### config.mk
export PLATFORM = sky130hd
export DESIGN_NAME = usb_bus_ctrl_flat
export DESIGN_NICKNAME = d
export VERILOG_FILES = /design/src/rtl/usb_bus_pkg.sv /design/src/rtl/usb_bus_if.sv /design/src/rtl/usb_strobe_sync.sv /design/src/rtl/usb_bus_ctrl.sv /design/src/flat_wrapper.sv
export SDC_FILE = /design/constraint.sdc
export NUM_CORES = 1
export LEC_CHECK = 0
export ABC_AREA = 1
export BUFFER_PORTS_ARGS = -buffer_cell sky130_fd_sc_hd__buf_2
export CAP_MARGIN = 20
export CORE_MARGIN = 4
export CORE_UTILIZATION = 49
export DETAILED_ROUTE_END_ITERATION = 10
export PLACE_DENSITY = 0.73
export SYNTH_ARGS = -nofsm -noshare
export SYNTH_HDL_FRONTEND = slang
export SYNTH_SLANG_ARGS = --single-unit
### constraint.sdc
create_clock -name clk_usb -period 1.4 [get_ports clk_usb]
set_input_delay 0.28 -clock clk_usb [delete_from_list [all_inputs] [get_ports clk_usb]]
set_output_delay 0.28 -clock clk_usb [all_outputs]
set_load 0.05 [all_outputs]
### src/rtl/usb_bus_pkg.sv
// usb_bus_pkg
// Shared definitions for the USB parallel-bus register controller:
// bus widths, strobe lane indices and the controller state encoding.
package usb_bus_pkg;
    localparam int ADDR_W  = 8;
    localparam int DATA_W  = 8;
    localparam int CNT_W   = 8;

    // Lane index of each active-low strobe inside the synchroniser bank
    localparam int NUM_STB = 4;
    localparam int STB_RD  = 0;
    localparam int STB_WR  = 1;
    localparam int STB_CE  = 2;
    localparam int STB_ALE = 3;

    typedef enum logic [1:0] {
        IDLE      = 2'd0,
        WR_STROBE = 2'd1,
        RD_FETCH  = 2'd2,
        RD_DRIVE  = 2'd3
    } bus_state_t;
endpackage

### src/rtl/usb_bus_if.sv
// usb_bus_if
// External USB parallel bus as seen by the controller.
//   USB_Din/USB_Addr     : bus data and address (host -> controller)
//   USB_RDn/WRn/CEn/ALEn : active-low strobes, asynchronous to clk_usb
//   USB_Dout/USB_Dout_oe : read data and tristate enable (controller -> host)
// Modports: master = host side, slave = controller side.
interface usb_bus_if;
    import usb_bus_pkg::*;

    logic [DATA_W-1:0] USB_Din;
    logic [ADDR_W-1:0] USB_Addr;
    logic              USB_RDn;
    logic              USB_WRn;
    logic              USB_CEn;
    logic              USB_ALEn;
    logic [DATA_W-1:0] USB_Dout;
    logic              USB_Dout_oe;

    modport master (
        output USB_Din, USB_Addr, USB_RDn, USB_WRn, USB_CEn, USB_ALEn,
        input  USB_Dout, USB_Dout_oe
    );

    modport slave (
        input  USB_Din, USB_Addr, USB_RDn, USB_WRn, USB_CEn, USB_ALEn,
        output USB_Dout, USB_Dout_oe
    );
endinterface

### src/rtl/usb_strobe_sync.sv
// usb_strobe_sync
// Three-flop synchroniser for one active-low asynchronous strobe with
// falling/rising edge detection.
//   clk_usb, reset_i : clock, synchronous active-high reset
//   i_async_n        : raw strobe
//   o_sync_n         : synchronised level (second flop)
//   o_fall / o_rise  : one-cycle edge pulses aligned with o_sync_n
module usb_strobe_sync (
    input  logic clk_usb,
    input  logic reset_i,
    input  logic i_async_n,
    output logic o_sync_n,
    output logic o_fall,
    output logic o_rise
);
    logic r_meta;
    logic r_sync;
    logic r_prev;
    // r_v1/r_v2 mark when r_sync holds a real post-reset sample; a falling
    // edge is only armed after the strobe has been seen inactive, so a
    // strobe held low across reset is not mistaken for a new edge.
    logic r_v1;
    logic r_v2;
    logic r_armed;

    always_ff @(posedge clk_usb) begin
        if (reset_i) begin
            r_meta  <= 1'b1;
            r_sync  <= 1'b1;
            r_prev  <= 1'b1;
            r_v1    <= 1'b0;
            r_v2    <= 1'b0;
            r_armed <= 1'b0;
        end else begin
            r_meta <= i_async_n;
            r_sync <= r_meta;
            r_prev <= r_sync;
            r_v1   <= 1'b1;
            r_v2   <= r_v1;
            if (r_v2 && r_sync)
                r_armed <= 1'b1;
        end
    end

    assign o_sync_n = r_sync;
    assign o_fall   = r_armed & r_prev & ~r_sync;
    assign o_rise   = ~r_prev & r_sync;
endmodule

### src/rtl/usb_bus_ctrl.sv
// usb_bus_ctrl
// Bridges an asynchronous USB parallel bus to a synchronous register port.
//   clk_usb, reset_i : clock, synchronous active-high reset
//   bus              : usb_bus_if.slave (strobes, address, data, read drive)
//   reg_address/reg_addrvalid : address latched on ALE with chip enable low
//   reg_bytecnt      : byte index within the burst, wraps 255 -> 0
//   reg_datao/reg_write : write data and one-cycle write pulse
//   reg_datai/reg_read  : read data and one-cycle read pulse
//   timeout_o        : one-cycle read-drive watchdog pulse
// Optional feature: define USB_BUS_TIMEOUT_EN to enable the read-drive
// watchdog (limit pTIMEOUT cycles); otherwise RD_DRIVE waits indefinitely.
module usb_bus_ctrl
    import usb_bus_pkg::*;
#(
    parameter int pTIMEOUT = 255
) (
    input  logic              clk_usb,
    input  logic              reset_i,
    usb_bus_if.slave          bus,
    output logic [ADDR_W-1:0] reg_address,
    output logic [CNT_W-1:0]  reg_bytecnt,
    output logic              reg_addrvalid,
    output logic [DATA_W-1:0] reg_datao,
    input  logic [DATA_W-1:0] reg_datai,
    output logic              reg_read,
    output logic              reg_write,
    output logic              timeout_o
);
    logic [NUM_STB-1:0] w_async_n;
    logic [NUM_STB-1:0] w_sync_n;
    logic [NUM_STB-1:0] w_fall;
    logic [NUM_STB-1:0] w_rise;

    assign w_async_n = {bus.USB_ALEn, bus.USB_CEn, bus.USB_WRn, bus.USB_RDn};

    genvar gi;
    generate
        for (gi = 0; gi < NUM_STB; gi++) begin : g_sync
            usb_strobe_sync u_sync (
                .clk_usb   (clk_usb),
                .reset_i   (reset_i),
                .i_async_n (w_async_n[gi]),
                .o_sync_n  (w_sync_n[gi]),
                .o_fall    (w_fall[gi]),
                .o_rise    (w_rise[gi])
            );
        end
    endgenerate

    // Data/address follow the same two-stage delay as the strobe sync flops,
    // so stage 2 lines up with the edge pulses.
    logic [DATA_W-1:0] r_din_s1, r_din_s2;
    logic [ADDR_W-1:0] r_addr_s1, r_addr_s2;

    bus_state_t        r_state, w_state_next;
    logic [ADDR_W-1:0] r_address;
    logic [CNT_W-1:0]  r_bytecnt;
    logic              r_addrvalid;
    logic [DATA_W-1:0] r_datao;
    logic [DATA_W-1:0] r_dout;
    logic              r_oe;
    logic              r_read;
    logic              r_write;

    logic w_sel, w_ale, w_wr_take, w_rd_take, w_rd_done, w_tmo;

`ifdef USB_BUS_TIMEOUT_EN
    localparam logic [7:0] TMO_LAST = 8'(pTIMEOUT - 1);
    logic [7:0] r_tmo_cnt;
    logic       r_timeout;
`endif

    assign w_sel = ~w_sync_n[STB_CE] & r_addrvalid;
    assign w_ale = w_fall[STB_ALE] & ~w_sync_n[STB_CE] & (r_state == IDLE) & ~w_rise[STB_CE];

    always_ff @(posedge clk_usb) begin
        if (reset_i)
            r_state <= IDLE;
        else
            r_state <= w_state_next;
    end

    always_comb begin
        w_state_next = r_state;
        w_wr_take    = 1'b0;
        w_rd_take    = 1'b0;
        w_rd_done    = 1'b0;
        w_tmo        = 1'b0;
        case (r_state)
            IDLE: begin
                // Write wins when both strobes fall together
                if (w_fall[STB_WR] && w_sel) begin
                    w_wr_take    = 1'b1;
                    w_state_next = WR_STROBE;
                end else if (w_fall[STB_RD] && w_sel) begin
                    w_rd_take    = 1'b1;
                    w_state_next = RD_FETCH;
                end
            end
            WR_STROBE: w_state_next = IDLE;
            RD_FETCH:  w_state_next = RD_DRIVE;
            RD_DRIVE: begin
                if (w_rise[STB_RD]) begin
                    w_rd_done    = 1'b1;
                    w_state_next = IDLE;
                end
`ifdef USB_BUS_TIMEOUT_EN
                else if (r_tmo_cnt == TMO_LAST) begin
                    w_tmo        = 1'b1;
                    w_state_next = IDLE;
                end
`endif
            end
            default: w_state_next = IDLE;
        endcase
        // Chip-enable release aborts everything in flight
        if (w_rise[STB_CE]) begin
            w_state_next = IDLE;
            w_wr_take    = 1'b0;
            w_rd_take    = 1'b0;
            w_rd_done    = 1'b0;
            w_tmo        = 1'b0;
        end
    end

    always_ff @(posedge clk_usb) begin
        if (reset_i) begin
            r_din_s1    <= '0;
            r_din_s2    <= '0;
            r_addr_s1   <= '0;
            r_addr_s2   <= '0;
            r_address   <= '0;
            r_bytecnt   <= '0;
            r_addrvalid <= 1'b0;
            r_datao     <= '0;
            r_dout      <= '0;
            r_oe        <= 1'b0;
            r_read      <= 1'b0;
            r_write     <= 1'b0;
        end else begin
            r_din_s1  <= bus.USB_Din;
            r_din_s2  <= r_din_s1;
            r_addr_s1 <= bus.USB_Addr;
            r_addr_s2 <= r_addr_s1;

            // A write already in WR_STROBE completes even if CE is released
            r_write <= (r_state == WR_STROBE);
            r_read  <= w_rd_take;

            if (w_wr_take)
                r_datao <= r_din_s2;

            if (r_state == RD_FETCH && !w_rise[STB_CE]) begin
                r_dout <= reg_datai;
                r_oe   <= 1'b1;
            end
            if (w_rd_done || w_tmo || w_rise[STB_CE])
                r_oe <= 1'b0;

            if (w_rise[STB_CE])
                r_addrvalid <= 1'b0;
            else if (w_ale) begin
                r_address   <= r_addr_s2;
                r_addrvalid <= 1'b1;
            end

            if (w_ale)
                r_bytecnt <= '0;
            else if (r_write || w_rd_done)
                r_bytecnt <= r_bytecnt + 1'b1;
        end
    end

`ifdef USB_BUS_TIMEOUT_EN
    always_ff @(posedge clk_usb) begin
        if (reset_i) begin
            r_tmo_cnt <= '0;
            r_timeout <= 1'b0;
        end else begin
            r_tmo_cnt <= (r_state == RD_DRIVE) ? r_tmo_cnt + 1'b1 : 8'd0;
            r_timeout <= w_tmo;
        end
    end
    assign timeout_o = r_timeout;
    logic w_unused;
    assign w_unused = ^{w_rise[STB_WR], w_rise[STB_ALE], w_sync_n[STB_RD],
                        w_sync_n[STB_WR], w_sync_n[STB_ALE], w_fall[STB_CE]};
`else
    assign timeout_o = 1'b0;
    logic [7:0] w_unused_tmo;
    logic       w_unused;
    assign w_unused_tmo = 8'(pTIMEOUT);
    assign w_unused = ^{w_rise[STB_WR], w_rise[STB_ALE], w_sync_n[STB_RD],
                        w_sync_n[STB_WR], w_sync_n[STB_ALE], w_fall[STB_CE],
                        w_unused_tmo};
`endif

    assign bus.USB_Dout    = r_dout;
    assign bus.USB_Dout_oe = r_oe;
    assign reg_address     = r_address;
    assign reg_bytecnt     = r_bytecnt;
    assign reg_addrvalid   = r_addrvalid;
    assign reg_datao       = r_datao;
    assign reg_read        = r_read;
    assign reg_write       = r_write;
endmodule

### src/flat_wrapper.sv
// flat-port wrapper written by rule: the top's interface ports become plain ports
module usb_bus_ctrl_flat import usb_bus_pkg::*;
#(
    parameter int pTIMEOUT = 255
)
  (clk_usb, reset_i, reg_address, reg_bytecnt, reg_addrvalid, reg_datao, reg_datai, reg_read, reg_write, timeout_o, bus_USB_Din, bus_USB_Addr, bus_USB_RDn, bus_USB_WRn, bus_USB_CEn, bus_USB_ALEn, bus_USB_Dout, bus_USB_Dout_oe);
  usb_bus_if bus_i ();
  input  logic clk_usb;
  input  logic reset_i;
  output logic [ADDR_W-1:0] reg_address;
  output logic [CNT_W-1:0] reg_bytecnt;
  output logic reg_addrvalid;
  output logic [DATA_W-1:0] reg_datao;
  input  logic [DATA_W-1:0] reg_datai;
  output logic reg_read;
  output logic reg_write;
  output logic timeout_o;
  input wire logic [$bits(bus_i.USB_Din)-1:0] bus_USB_Din;
  input wire logic [$bits(bus_i.USB_Addr)-1:0] bus_USB_Addr;
  input wire logic [$bits(bus_i.USB_RDn)-1:0] bus_USB_RDn;
  input wire logic [$bits(bus_i.USB_WRn)-1:0] bus_USB_WRn;
  input wire logic [$bits(bus_i.USB_CEn)-1:0] bus_USB_CEn;
  input wire logic [$bits(bus_i.USB_ALEn)-1:0] bus_USB_ALEn;
  output wire logic [$bits(bus_i.USB_Dout)-1:0] bus_USB_Dout;
  output wire logic [$bits(bus_i.USB_Dout_oe)-1:0] bus_USB_Dout_oe;
  assign bus_i.USB_Din = bus_USB_Din;
  assign bus_i.USB_Addr = bus_USB_Addr;
  assign bus_i.USB_RDn = bus_USB_RDn;
  assign bus_i.USB_WRn = bus_USB_WRn;
  assign bus_i.USB_CEn = bus_USB_CEn;
  assign bus_i.USB_ALEn = bus_USB_ALEn;
  assign bus_USB_Dout = bus_i.USB_Dout;
  assign bus_USB_Dout_oe = bus_i.USB_Dout_oe;
  usb_bus_ctrl #(.pTIMEOUT(pTIMEOUT)) u_core (.clk_usb(clk_usb), .reset_i(reset_i), .bus(bus_i), .reg_address(reg_address), .reg_bytecnt(reg_bytecnt), .reg_addrvalid(reg_addrvalid), .reg_datao(reg_datao), .reg_datai(reg_datai), .reg_read(reg_read), .reg_write(reg_write), .timeout_o(timeout_o));
endmodule
==> summary.md <==
| Metric | Value |
|---|---|
| Outcome | complete, no violations |
| Most instantiated cells after synthesis | dfxtp_1 (87), inv_1 (65), nor2_1 (62), nand2_1 (42), a21oi_1 (29) |
| Drt via density | 4.48 |
| Most frequent cell after synthesis | dfxtp_1 |
| Chip Height | 85.5 µm |
| Io pins | 67 |
| DR pass1 iterations | 4 |
| DP HPWL | 3760 µm |
| Cell variety after synth | 25 |
| RSZ-0062 raised after global routing | yes |
| Worst-case reg-to-reg path depth | 5 |
| EDFF count, synth | 0 |
| Synth Warn # | 0 |
| Buffers on Ports | 65 |
| Max-cap check violation count | 0 |
| Initial DRC Count | 76 |
| Die W | 85.5 µm |
| Crit path time final | 1330 ps |
| Initial antenna violation count | 0 |
| Pin count of the biggest net entering global routing | 24 |
| Async SR Flop Fraction | 0% |
| H-tree Lvls | 3 |
| Vias in the first global route | 2033 |
| Avg Inst Size Synth | 8.27 µm² |
| Placement Rows | 27 |
| Clock buffer depth | 2 |
| CTS clk-pin slew, worst paths | 80 ps |
| First-pass GRT wire length | 8630 µm |
| Share of cells above drive strength 1 | 25.4% |
| Worst Hold Path Cells | 2 |
| Hold crit path type | input pin to flop |
| Post CTS Setup Buffer Count | 0 |
| Overall routed net length | 5040 µm |
| Post-CTS sizing | 0 |
| Total CTS buffers | 9 |
| Clock root buffer | clkbuf_8 |
| Post-detailed-route count of antenna-violating nets | 0 |
| Cts hold-fix bufs | 0 |
| Crit. End Element | output port |
| CTS tree | yes |
| GRT Util Overall | 14.8% |
| Main synth FF type | dfxtp_1 |
| ANT cells | 0 |
| Global placement routability congestion | 0.816 |
| Initial core utilization | 51.9% |
| Worst hold margin | 119 ps |
| Mapped Area | 0.00294 mm² |
| CP arrival | 1050 ps |
| Grt ovf | 0 |
| CP max stage delay | 410 ps |
| Clock skew | 7.57 ps |
| Crit path max fanout | 5 |
| Clk_lat worst skew | 340 ps |
| Critical path's top delay family | flip-flops |
| PD cells | 1280 mW/mm² |
| Setup-failing EPs final | 0 |
| Area of the die | 0.00731 mm² |
| Crit path depth | 1 |
| # nets final | 459 |
| WL/cell | 9.98 µm |
| Seq/Total Area, Yosys | 59.2% |
| F_max | 753 MHz |
| Core area | 0.00568 mm² |
| DR vias | 2263 |
| Synth Register Bits | 87 |
| Worst vdd ir | 0.00135 V |
| CP required | 1120 ps |
| Post-route setup TNS | 0 ps |
| Net Count, Synth | 387 |
| Pwr Total | 4.58 mW |
| Fin. max-slew vios | 0 |
| Cells after Synth | 356 |
| Area leader, netlist | dfxtp_1 |
| Crit path buf inv count | 1 |
| Area growth syn-to-layout | 22.0% |
| CP cell instances | buf_2 |
| Final hold vios | 0 |
| Largest cells by area after synthesis | dfxtp_1 (59%), inv_1 (8.3%), nor2_1 (7.9%) |
| Worst setup SP type | flop |
| Pleak | 1.68 nW |
| CP max-delay cell | dfxtp_1 |
| WS Path Type | flop to output port |
| # DRC | 0 |
| Yosys top cell area share | 59.2% |
| Sink Count | 87 |
| Tcrit/Tclk final | 94.9% |
[cells in the final DEF (no fill, tap or decap), drive strengths merged]
| cell | count |
|---|---|
| nand4 | 2 |
| o21ai | 26 |
| a21oi | 29 |
| bufinv | 2 |
| ha | 1 |
| nand3 | 8 |
| conb | 1 |
| clkinvlp | 2 |
| and3 | 1 |
| nand3b | 1 |
| clkinv | 1 |
| or2 | 10 |
| nor2 | 64 |
| inv | 70 |
| buf | 68 |
| nor3 | 2 |
| nand2 | 45 |
| dfxtp | 87 |
| clkbuf | 13 |
[cells by family (layout without fill, tap and decap cells)]
group	after synthesis	after routing	synth area share, %
simple gates	133	133	20.4
flops	87	87	59.2
buf+inv	79	156	10.5
compound gates	55	55	9.35
fa+ha+maj	1	1	0.425
other cells	1	1	0.127
[power breakdown]
group,switching (mW),internal [mW],total (mW)
clock network,0.836,1.01,1.85
logic,0.0970,0.0772,0.174
registers,0.0194,2.54,2.56
total,0.953,3.63,4.58
[layout make-up]
cell class	instances	area, µm²
multi-input combinational	190	897
inverter	69	259
clock inverter	6	92.6
sequential	87	1740
fill	508	2090
timing repair buffer	71	380
tap	72	90.1
clock buffer	10	128
[final timing paths]
check                                                       to                  start  slack, ps
worst min-delay path            u_core.g_sync[1].u_sync.r_meta            bus_USB_WRn        120
worst max-delay path                            reg_bytecnt[6]  u_core.reg_bytecnt[6]         70
worst max register to register             u_core.reg_datao[5]   u_core.reg_addrvalid        120
worst min register to register              u_core.r_din_s2[4]     u_core.r_din_s1[4]        400
[flip-flops by register name, summed over array words and instances, names as in the netlist]
name and cells:
u_core.bus.USB_Dout 8, u_core.r_addr_s1 8, u_core.r_addr_s2 8, u_core.r_din_s1 8, u_core.r_din_s2 8, u_core.reg_address 8, u_core.reg_bytecnt 8, u_core.reg_datao 8
u_core.g_sync.u_sync.o_sync_n 4, u_core.g_sync.u_sync.r_meta 4, u_core.g_sync.u_sync.r_prev 4, u_core.g_sync.u_sync.r_armed 3, u_core.r_state 2, u_core.bus.USB_Dout_oe 1, u_core.g_sync.u_sync.r_v1 1, u_core.g_sync.u_sync.r_v2 1
u_core.reg_addrvalid 1, u_core.reg_read 1, u_core.reg_write 1
[layer usage]
metal	track usage (%)	wire, µm
met5	0	0
met4	4.60	58
met3	6.53	312
met2	25.4	2640
met1	16.4	2030
[through the flow]
step	util, %	instance area [µm²]	instances	setup WS, ps
floorplan	-	2940	356	18.0
global placement	59.1	3350	489	152
detailed placement	59.1	3350	489	100
CTS	63.0	3570	505	19.7
global route	63.2	3590	505	-13.8
finish	63.2	3590	505	72.1
Note: power is estimated with default switching activity, not from simulation.
